==> config.mk <==
export PLATFORM = sky130hd
export DESIGN_NAME = noc_leaf_injector
export DESIGN_NICKNAME = d
export VERILOG_FILES = /design/src/rtl/noc_leaf_injector.sv
export SDC_FILE = /design/constraint.sdc
export NUM_CORES = 1
export LEC_CHECK = 0
export CORE_MARGIN = 2
export CORE_UTILIZATION = 45
export DETAILED_ROUTE_END_ITERATION = 6
export GPL_ROUTABILITY_DRIVEN = 0
export PLACE_DENSITY = 0.7
export SETUP_SLACK_MARGIN = 0.3
export SYNTH_ARGS = -nofsm -noshare
export SYNTH_HDL_FRONTEND = slang
export SYNTH_SLANG_ARGS = --single-unit
==> constraint.sdc <==
create_clock -name clk -period 2 [get_ports clk]
set_input_delay 0.4 -clock clk [delete_from_list [all_inputs] [get_ports clk]]
set_output_delay 0.4 -clock clk [all_outputs]
set_load 0.02 [all_outputs]
==> src/rtl/noc_leaf_injector.sv <==
// Credit-based injection stage: 2-entry skid buffer feeding one tree leaf port with per-VC credits.
// Optional NOC_INJ_STATS_EN adds stat_sent / stat_stall counters.
module noc_leaf_injector #(
  parameter int unsigned VC_W          = 8,
  parameter int unsigned A_W           = 6,
  parameter int unsigned D_W           = 8,
  parameter int unsigned VC_FIFO_DEPTH = 4
) (
  input  logic                       clk,
  input  logic                       rst_n,
  input  logic                       in_valid,
  output logic                       in_ready,
  input  logic [$clog2(VC_W)-1:0]    in_vc,
  input  logic [A_W-1:0]             in_dest,
  input  logic [D_W-1:0]             in_data,
  output logic [VC_W-1:0]            vc_target,
  output logic [A_W+D_W-1:0]         packet,
  input  logic [VC_W-1:0]            vc_credit_gnt,
`ifdef NOC_INJ_STATS_EN
  output logic [31:0]                stat_sent,
  output logic [31:0]                stat_stall,
`endif
  output logic                       credit_err
);

  localparam int unsigned VCI_W = $clog2(VC_W);
  localparam int unsigned CR_W  = $clog2(VC_FIFO_DEPTH);
  localparam int unsigned PKT_W = A_W + D_W;
  localparam logic [CR_W-1:0] CR_MAX = CR_W'(VC_FIFO_DEPTH - 1);

  typedef enum logic [1:0] {EMPTY, ONE, TWO} buf_state_e;

  buf_state_e        state_q, state_d;
  logic [VCI_W-1:0]  vc0_q, vc1_q;
  logic [PKT_W-1:0]  pk0_q, pk1_q;
  logic [CR_W-1:0]   credit_q [VC_W];
  logic [CR_W-1:0]   credit_d [VC_W];
  logic [VC_W-1:0]   dec_c, ovf_c;
  logic              vc_bad_c, push_c, pop_c, head_valid_c, head_credit_c;

  // Out-of-range VC index only possible when VC_W is not a power of two
  generate
    if ((1 << VCI_W) > VC_W) begin : g_vc_chk
      assign vc_bad_c = (32'(in_vc) >= 32'(VC_W));
    end else begin : g_vc_ok
      assign vc_bad_c = 1'b0;
    end
  endgenerate

  assign head_valid_c  = (state_q != EMPTY);
  assign head_credit_c = (credit_q[vc0_q] != '0);
  assign push_c        = in_valid && in_ready && !vc_bad_c;
  assign pop_c         = head_valid_c && head_credit_c;
  assign dec_c         = pop_c ? (VC_W'(1) << vc0_q) : '0;

  always_ff @(posedge clk or negedge rst_n) begin
    if (!rst_n) state_q <= EMPTY;
    else        state_q <= state_d;
  end

  always_comb begin
    state_d = state_q;
    case (state_q)
      EMPTY:   if (push_c) state_d = ONE;
      ONE: begin
        if (push_c && !pop_c)      state_d = TWO;
        else if (!push_c && pop_c) state_d = EMPTY;
      end
      TWO:     if (pop_c) state_d = ONE;
      default: state_d = EMPTY;
    endcase
  end

  // Slot 0 is always the head; a pop shifts slot 1 forward, a push lands behind the head
  always_ff @(posedge clk or negedge rst_n) begin
    if (!rst_n) begin
      vc0_q <= '0;
      vc1_q <= '0;
      pk0_q <= '0;
      pk1_q <= '0;
    end else begin
      if (pop_c) begin
        vc0_q <= vc1_q;
        pk0_q <= pk1_q;
      end
      if (push_c) begin
        if (state_q == EMPTY || (state_q == ONE && pop_c)) begin
          vc0_q <= in_vc;
          pk0_q <= {in_dest, in_data};
        end else begin
          vc1_q <= in_vc;
          pk1_q <= {in_dest, in_data};
        end
      end
    end
  end

  // Send decrements, grant increments, both cancel; grant on a full counter saturates and flags
  always_comb begin
    ovf_c = '0;
    for (int v = 0; v < int'(VC_W); v++) begin
      credit_d[v] = credit_q[v];
      if (vc_credit_gnt[v] && !dec_c[v]) begin
        if (credit_q[v] == CR_MAX) ovf_c[v] = 1'b1;
        else                       credit_d[v] = credit_q[v] + CR_W'(1);
      end else if (dec_c[v] && !vc_credit_gnt[v]) begin
        credit_d[v] = credit_q[v] - CR_W'(1);
      end
    end
  end

  always_ff @(posedge clk or negedge rst_n) begin
    if (!rst_n) begin
      for (int v = 0; v < int'(VC_W); v++) credit_q[v] <= CR_MAX;
    end else begin
      for (int v = 0; v < int'(VC_W); v++) credit_q[v] <= credit_d[v];
    end
  end

  always_ff @(posedge clk or negedge rst_n) begin
    if (!rst_n) begin
      vc_target  <= '0;
      packet     <= '0;
      in_ready   <= 1'b0;
      credit_err <= 1'b0;
    end else begin
      vc_target  <= dec_c;
      if (pop_c) packet <= pk0_q;
      in_ready   <= (state_d != TWO);
      credit_err <= credit_err || (|ovf_c) || (in_valid && in_ready && vc_bad_c);
    end
  end

`ifdef NOC_INJ_STATS_EN
  always_ff @(posedge clk or negedge rst_n) begin
    if (!rst_n) begin
      stat_sent  <= '0;
      stat_stall <= '0;
    end else begin
      if (pop_c)                          stat_sent  <= stat_sent + 32'd1;
      if (head_valid_c && !head_credit_c) stat_stall <= stat_stall + 32'd1;
    end
  end
`endif

endmodule
==> out/summary.json, run 1 <==
{
  "outcome": "finished, violations left",
  "failed_checks": "negative setup slack",
  "synth_fp_nets": 377,
  "timing.clock.skew_ps": 13.6,
  "worstSetupPathType": "flop to flop",
  "placeable_core_area_um2": 8180,
  "track_usage_pct": 22.8,
  "postLayoutSetupSlackWorst_ps": -69.6,
  "min_path_type": "input pin to asynchronous set/reset pin",
  "post-synth-top-area-fraction_pct": 39.9,
  "clkSlewWorstSetupHoldPaths_ps": 90,
  "yosys_warnings": 0,
  "synthSimpleGateAreaFrac_pct": 13.8,
  "ys_top_cells_by_count": "sky130_fd_sc_hd__dfrtp_1 (60), sky130_fd_sc_hd__nor2_1 (44), sky130_fd_sc_hd__o21ai_0 (22), sky130_fd_sc_hd__or3_1 (19), sky130_fd_sc_hd__a21oi_1 (18)",
  "detailedRoute.firstIterationViolations": 157,
  "post_synth_instance_area_um2": 3760,
  "utilization_pct": 65.5,
  "fp-row-count": 33,
  "relative_slew_slack_pct": 55.5,
  "clk_latency_ps": 360,
  "setup_viol": 33,
  "first_global_vias": 3169,
  "post_synth_fa_ha_maj_area_fraction_pct": 0,
  "floorplan.die.width_um": 95.4,
  "wl_mm": 9.75,
  "number_of_synthesized_flops_with_an_enable_pin": 0,
  "post_layout_nonfiller_instances": 561,
  "n_antenna_cell": 0,
  "cts_max_path_buffers": 2,
  "reg2reg_slack_ps": -70,
  "post_synth_num_cell_types": 56,
  "layout_worst_path_cycle_share_pct": 103,
  "ctsHtreeMaxLevel": 3,
  "crit_fanout": 8,
  "syn_avg_cell_area_um2": 10.8,
  "fp.dieArea_um2": 9110,
  "half_perimeter_wire_length_after_detailed_placement_mm": 6.40,
  "synth_compound_area_share_pct": 21.4,
  "worstPathArrival_ps": 2310,
  "timing.final.max_slew_violations": 0,
  "worst_hold_slack_ps": 50.1,
  "max-vdd-ir-drop_mv": 1.02,
  "power_mw": 10.8,
  "area.growth.synth_to_final_pct": 42.4,
  "synthMuxAreaShare_pct": 10.0,
  "fillers": 631,
  "crit_path_end_kind": "flop",
  "dpl.cell_count": 533,
  "ys_top_cells_by_area": "sky130_fd_sc_hd__dfrtp_1 (40%), sky130_fd_sc_hd__dfstp_2 (11%), sky130_fd_sc_hd__mux2_1 (4.5%)",
  "drive_above_1_share_pct": 37.7,
  "xor_and_xnor_fraction_of_the_mapped_netlist_area_pct": 0,
  "vias_per_cell": 5.58,
  "clock_tree_from_tritoncts": "built",
  "rsz_0062_raised_after_global_routing": "true",
  "chipHeight_um": 95.4,
  "finalNetCount": 479,
  "synthesis.instances": 349,
  "hold_viol_final": 0,
  "drt_drc_violations_left": 0,
  "cts_sinks": 76,
  "grt_start_max_net_pins": 48,
  "detail-route-antenna-nets": 0,
  "synth-seq-cells": 76,
  "cts_made_buffers": 9,
  "netlist.top_cell.by_area": "sky130_fd_sc_hd__dfrtp_1",
  "routed_wirelength_normalized_by_instance_count_um": 17.4,
  "drt_pass1_iterations": 5,
  "io_buffers": 51,
  "postSynth.asyncResetShare_pct": 100,
  "worstMarginPinSlew_ps": 658,
  "antenna_found_initial": 0,
  "grt-ovfl-total": 0,
  "synth.most_common_cell": "sky130_fd_sc_hd__dfrtp_1",
  "start_util_pct": 46.0,
  "cp_data_required_time_ps": 2240,
  "leak_pwr_nw": 2.42,
  "vias": 3129,
  "setup.worst_path.start_class": "flop",
  "synth.yosys.seq_area_share_pct": 51.1,
  "yosys_most_used_dff": "sky130_fd_sc_hd__dfrtp_1",
  "cap_viol_max_count": 0,
  "main_combinational_cell_family_by_area_after_synthesis": "compound AO/OA/AOI/OAI gates",
  "timing.fmax_ghz": 0.483,
  "wire_length_of_the_first_global_routing_pass_mm": 15.8,
  "areal_power_density_over_the_cells_nw_per_um2": 2010,
  "detailedPlace.worstSlack_ps": -123,
  "cts_root_buf": "sky130_fd_sc_hd__clkbuf_8",
  "num_io_pins": 52,
  "fin_crit_ps": 2070
}
[registers in the layout (all words and copies together), names as in the netlist]
signal and flops:
packet 14, credit_q 16, vc0_q 3, credit_err 1, state_q 2, vc_target 8, in_ready 1, vc1_q 3
pk1_q 14, pk0_q 14
[power by group]
part	total [mW]	internal, mW	switching, mW
clock network	1.37	0.750	0.615
logic	6.55	3.44	3.10
registers	2.87	2.31	0.559
[final timing paths]
| path | cells past startpoint | endpoint | startpoint |
|---|---|---|---|
| min | 1 | pk0_q[9] | rst_n |
| max in group asynchronous | 2 | packet[7] | rst_n |
| min reg2reg | 2 | credit_q[9] | credit_q[9] |
| min in group clk | 2 | credit_q[9] | credit_q[9] |
| max | 8 | pk1_q[5] | vc0_q[0] |
| max reg2reg | 8 | pk1_q[5] | vc0_q[0] |
[layer usage]
metal,track usage [%],vias to the layer above,routed length [µm]
li1,-,1493,-
met1,29.6,1563,4330
met2,38.7,63,4940
met3,4.19,10,355
met4,7.74,0,132
met5,0,-,0
[cell type report]
class	count	area (µm²)	area share, %
Multi-Input combinational cell	248	2000	37.3
Tap cell	105	131	2.45
Timing Repair Buffer	108	1040	19.4
Clock buffer	10	138	2.57
Clock inverter	6	95.1	1.77
Sequential cell	76	1930	35.9
Inverter	8	30.0	0.560
[stage by stage]
stage	cell area, µm²	setup TNS (ps)
floorplan	3850	-438
global placement	4770	-179
detailed placement	4770	-1830
CTS	5280	-1200
global route	5360	-3870
finish	5360	-987
[layout by cell type (no fill, tap or decap), types with 13 or more instances in the layout]
master                            instances
sky130_fd_sc_hd__a21oi_1                 17
sky130_fd_sc_hd__buf_4                   45
sky130_fd_sc_hd__nor2_1                  36
sky130_fd_sc_hd__dfrtp_1                 57
sky130_fd_sc_hd__mux2_4                  31
sky130_fd_sc_hd__dlygate4sd2_1           19
sky130_fd_sc_hd__o22ai_1                 13
sky130_fd_sc_hd__clkdlybuf4s50_1         26
sky130_fd_sc_hd__dfstp_2                 16
sky130_fd_sc_hd__o21ai_1                 14
sky130_fd_sc_hd__or3_1                   18
[cells by family after synthesis]
kind of cell	count (synthesis)
AO/OA/AOI/OAI	109
AND/OR/NAND/NOR	107
flip-flops	76
multiplexers	32
buffers and inverters	25
[critical path: stages (launching register included)]
cell	delay [ps]
sky130_fd_sc_hd__dfrtp_2	460
sky130_fd_sc_hd__buf_4	150
sky130_fd_sc_hd__nand2b_4	70
sky130_fd_sc_hd__o221ai_4	250
sky130_fd_sc_hd__a2bb2oi_4	240
sky130_fd_sc_hd__nor2_4	60
sky130_fd_sc_hd__o21bai_4	200
sky130_fd_sc_hd__clkbuf_16	210
sky130_fd_sc_hd__mux2_4	300
[timing repair]
item,in CTS,in global routing
resized for setup,75,25
setup buffers,9,1
hold buffers,0,0
cloned,2,0
pin swaps,40,5
endpoints found under the hold margin,0,0
setup endpoints to repair,80,71
Note: power is estimated with default switching activity, not from simulation.
==> run 2, diff against run 1 <==
SLEW_MARGIN = 10   (was default)
==> results of run 2 <==
The final DEF is identical to that of run 1; final timing and power are the same.
==> run 3, diff against run 2 <==
PLACE_DENSITY = 0.82   (was 0.7)
==> out/summary.json, run 3 (synthesis results as in run 1) <==
{
  "outcome": "finished, violations left",
  "failed_checks": "negative setup slack",
  "setup_viol": {"value": 51, "change": "+55%"},
  "drt_pass1_iterations": {"value": 6, "change": "+1"},
  "relative_slew_slack": {"value": 68.9, "unit": "%", "change": "+13 points"},
  "cpMaxStageDelayCell": "sky130_fd_sc_hd__dfrtp_2",
  "mostFrequentLayoutCell": "sky130_fd_sc_hd__dfrtp_1",
  "layout.cells.most_common_list": "sky130_fd_sc_hd__dfrtp_1 (56), sky130_fd_sc_hd__nor2_1 (36), sky130_fd_sc_hd__buf_4 (36)",
  "share_of_total_power_in_the_clock_network": {"value": 11.0, "unit": "%", "change": "-1.7 points"},
  "placeable_core_area": {"value": 8180, "unit": "µm²", "change": "unchanged"},
  "critical-path-top-cell-by-count": "sky130_fd_sc_hd__buf_6",
  "rsz_0062_raised_after_global_routing": "true",
  "drt_drc_violations_left": {"value": 0, "change": "unchanged"},
  "grt_start_max_net_pins": {"value": 37, "change": "-23%"},
  "wl": {"value": 11.3, "unit": "mm", "change": "+15%"},
  "timing.fmax": {"value": 0.466, "unit": "GHz", "change": "-3.6%"},
  "cts_sinks": {"value": 76, "change": "unchanged"},
  "worstSetupPathType": "flop to flop",
  "half_perimeter_wire_length_after_detailed_placement": {"value": 6.43, "unit": "mm", "change": "+0.43%"},
  "fin_crit": {"value": 2150, "unit": "ps", "change": "+77.5 ps"},
  "registers.top_by_ff_count": "credit_q",
  "cap_viol_max_count": {"value": 0, "change": "unchanged"},
  "leak_pwr": {"value": 2.49, "unit": "nW", "change": "+2.8%"},
  "critical_path_cell_by_cell": "or2_4, o22ai_4, buf_6, o2bb2ai_4, o31a_1, buf_6, nor3_2, a21oi_2",
  "floorplan.die.width": {"value": 95.4, "unit": "µm", "change": "unchanged"},
  "area.growth.synth_to_final_pct": 48.1,
  "power_switching_share": {"value": 41.3, "unit": "%", "change": "+1.6 points"},
  "n_antenna_cell": {"value": 0, "change": "unchanged"},
  "cp_data_required_time": {"value": 2280, "unit": "ps", "change": "+40 ps"},
  "antenna_found_initial": {"value": 0, "change": "unchanged"},
  "post_layout_nonfiller_instances": {"value": 565, "change": "+0.71%"},
  "comb_power_share": {"value": 64.0, "unit": "%", "change": "+3.3 points"},
  "r2r.worst_path.cells": {"value": 8, "change": "unchanged"},
  "finalNetCount": {"value": 483, "change": "+0.84%"},
  "wire_length_of_the_first_global_routing_pass": {"value": 17.2, "unit": "mm", "change": "+9.1%"},
  "track_usage": {"value": 25.1, "unit": "%", "change": "+2.3 points"},
  "crit_fanout": {"value": 8, "change": "unchanged"},
  "max-vdd-ir-drop": {"value": 1.21, "unit": "mV", "change": "+19%"},
  "worstMarginPinSlew": {"value": 466, "unit": "ps", "change": "-192 ps"},
  "grt-ovfl-total": {"value": 0, "change": "unchanged"},
  "timing.clock.skew": {"value": 10.4, "unit": "ps", "change": "-3.21 ps"},
  "timing.critical_path.slowest_cell_delay": {"value": 460, "unit": "ps", "change": "about the same"},
  "clkSlewWorstSetupHoldPaths": {"value": 80, "unit": "ps", "change": "about the same"},
  "switchingPower": {"value": 4.81, "unit": "mW", "change": "+12%"},
  "setup.worst_path.start_class": "flop",
  "detail-route-antenna-nets": {"value": 0, "change": "unchanged"},
  "num_io_pins": {"value": 52, "change": "unchanged"},
  "crit_path_end_kind": "flop",
  "hold_viol_final": {"value": 0, "change": "unchanged"},
  "cts_made_buffers": {"value": 9, "change": "unchanged"},
  "areal_power_density_over_the_cells": {"value": 2090, "unit": "nW/µm²", "change": "+3.9%"},
  "worstPathArrival": {"value": 2430, "unit": "ps", "change": "+120 ps"},
  "clk_latency": {"value": 360, "unit": "ps", "change": "about the same"},
  "detailedPlace.worstSlack": {"value": -164, "unit": "ps", "change": "-40.8 ps"},
  "drive_above_1_share": {"value": 43.5, "unit": "%", "change": "+5.8 points"},
  "source_of_the_critical_timing_path": "vc0_q[0]",
  "internal-power": {"value": 6.84, "unit": "mW", "change": "+5.2%"},
  "fp-row-count": {"value": 33, "change": "unchanged"},
  "reg2reg_start": "vc0_q[0]",
  "io_buffers": {"value": 51, "change": "unchanged"},
  "chipHeight": {"value": 95.4, "unit": "µm", "change": "unchanged"},
  "postLayoutSetupSlackWorst": {"value": -147, "unit": "ps", "change": "-77.5 ps"},
  "vias": {"value": 3365, "change": "+7.5%"},
  "min_path_type": "flop to flop",
  "vias_per_cell": {"value": 5.96, "change": "+6.8%"},
  "multi_input_comb_area": {"value": 2140, "unit": "µm²", "change": "+7.0%"},
  "first_global_vias": {"value": 3530, "change": "+11%"},
  "timing.final.max_slew_violations": {"value": 0, "change": "unchanged"},
  "layout_worst_path_cycle_share": {"value": 107, "unit": "%", "change": "+3.9 points"},
  "area.sequential": {"value": 1930, "unit": "µm²", "change": "about the same"},
  "detailedRoute.firstIterationViolations": {"value": 223, "change": "+42%"},
  "fillers": {"value": 553, "change": "-12%"},
  "seqPwrFrac": {"value": 25.0, "unit": "%", "change": "-1.6 points"},
  "fp.dieArea": {"value": 9110, "unit": "µm²", "change": "unchanged"},
  "critical_path.reg2reg.endpoint": "credit_q[4]",
  "routed_wirelength_normalized_by_instance_count": {"value": 19.9, "unit": "µm", "change": "+15%"},
  "clock_tree_from_tritoncts": "built",
  "dpl.cell_count": {"value": 524, "change": "-1.7%"},
  "cts_root_buf": "sky130_fd_sc_hd__clkbuf_8",
  "ctsHtreeMaxLevel": {"value": 3, "change": "unchanged"},
  "reg2reg_slack": {"value": -150, "unit": "ps", "change": "-80 ps"},
  "critPathCapture": "credit_q[4]",
  "cts_max_path_buffers": {"value": 2, "change": "unchanged"},
  "start_util": {"value": 46.0, "unit": "%", "change": "unchanged"},
  "largest_reg_flops": {"value": 16, "change": "unchanged"}
}
## run 3: what timing repair did
| action | 4_1_cts | 5_1_grt |
|---|---|---|
| endpoints found under the setup margin | 77 | 73 |
| gates resized for setup | 87 | 50 |
| endpoints found under the hold margin | 8 | 0 |
| gates cloned | 5 | 0 |
| setup buffers | 16 | 3 |
| pin swaps | 36 | 17 |
| hold buffers | 1 | 0 |
## run 3: final cells by class
type / count / area share, %
multi-input cells: 250 / 38.4
flip-flops and latches: 76 / 34.6
repair buffers: 110 / 20.3
clock buffers: 13 / 3.03
well taps: 105 / 2.36
clock inverters: 3 / 0.808
inverters: 8 / 0.539
## run 3: metal layers
metal	global-route usage [%]	wire (µm)
met5	0	0
met2	44.0	5810
met4	13.0	328
met3	4.03	548
met1	29.7	4580
## run 3: worst min path at each step
stage	endpoint	cells after the start	startpoint	slack [ps]
2_1_floorplan	credit_err	0	rst_n	100
3_3_place_gp	packet[8]	1	rst_n	370
3_5_place_dp	packet[8]	1	rst_n	370
4_1_cts	credit_q[3]	2	credit_q[3]	500
5_1_grt	packet[4]	1	packet[4]	530
6_report	credit_q[3]	2	credit_q[3]	500
## run 3: critical path: cells and delay by family (launching register included)
| kind | cells | cell delay [ps] |
|---|---|---|
| buf+inv | 2 | 280 |
| flops | 1 | 460 |
| simple gates | 2 | 550 |
| compound gates | 4 | 780 |
## run 3: power groups by stage
stage	combinational, mW	sequential (mW)	clock (mW)
3_5_place_dp	5.28	2.85	0
5_1_grt	7.82	2.99	1.34
2_1_floorplan	3.32	2.97	0
3_3_place_gp	5.08	2.81	0
6_report	7.46	2.91	1.28
4_1_cts	6.74	2.85	1.27
## run 3: metrics by stage
stage                     utilization, %  hold slack (ps)  total power [mW]  area, µm²  TNS, ps
after CTS                           65.7              501              10.9       5370    -1220
final                               68.2              502              11.6       5570    -4400
after global routing                68.2              528              12.1       5570    -6920
after floorplan                        -              104              6.28       3850     -438
after global placement              57.5              374              7.89       4700     -589
after detailed placement            57.5              374              8.13       4700    -2310
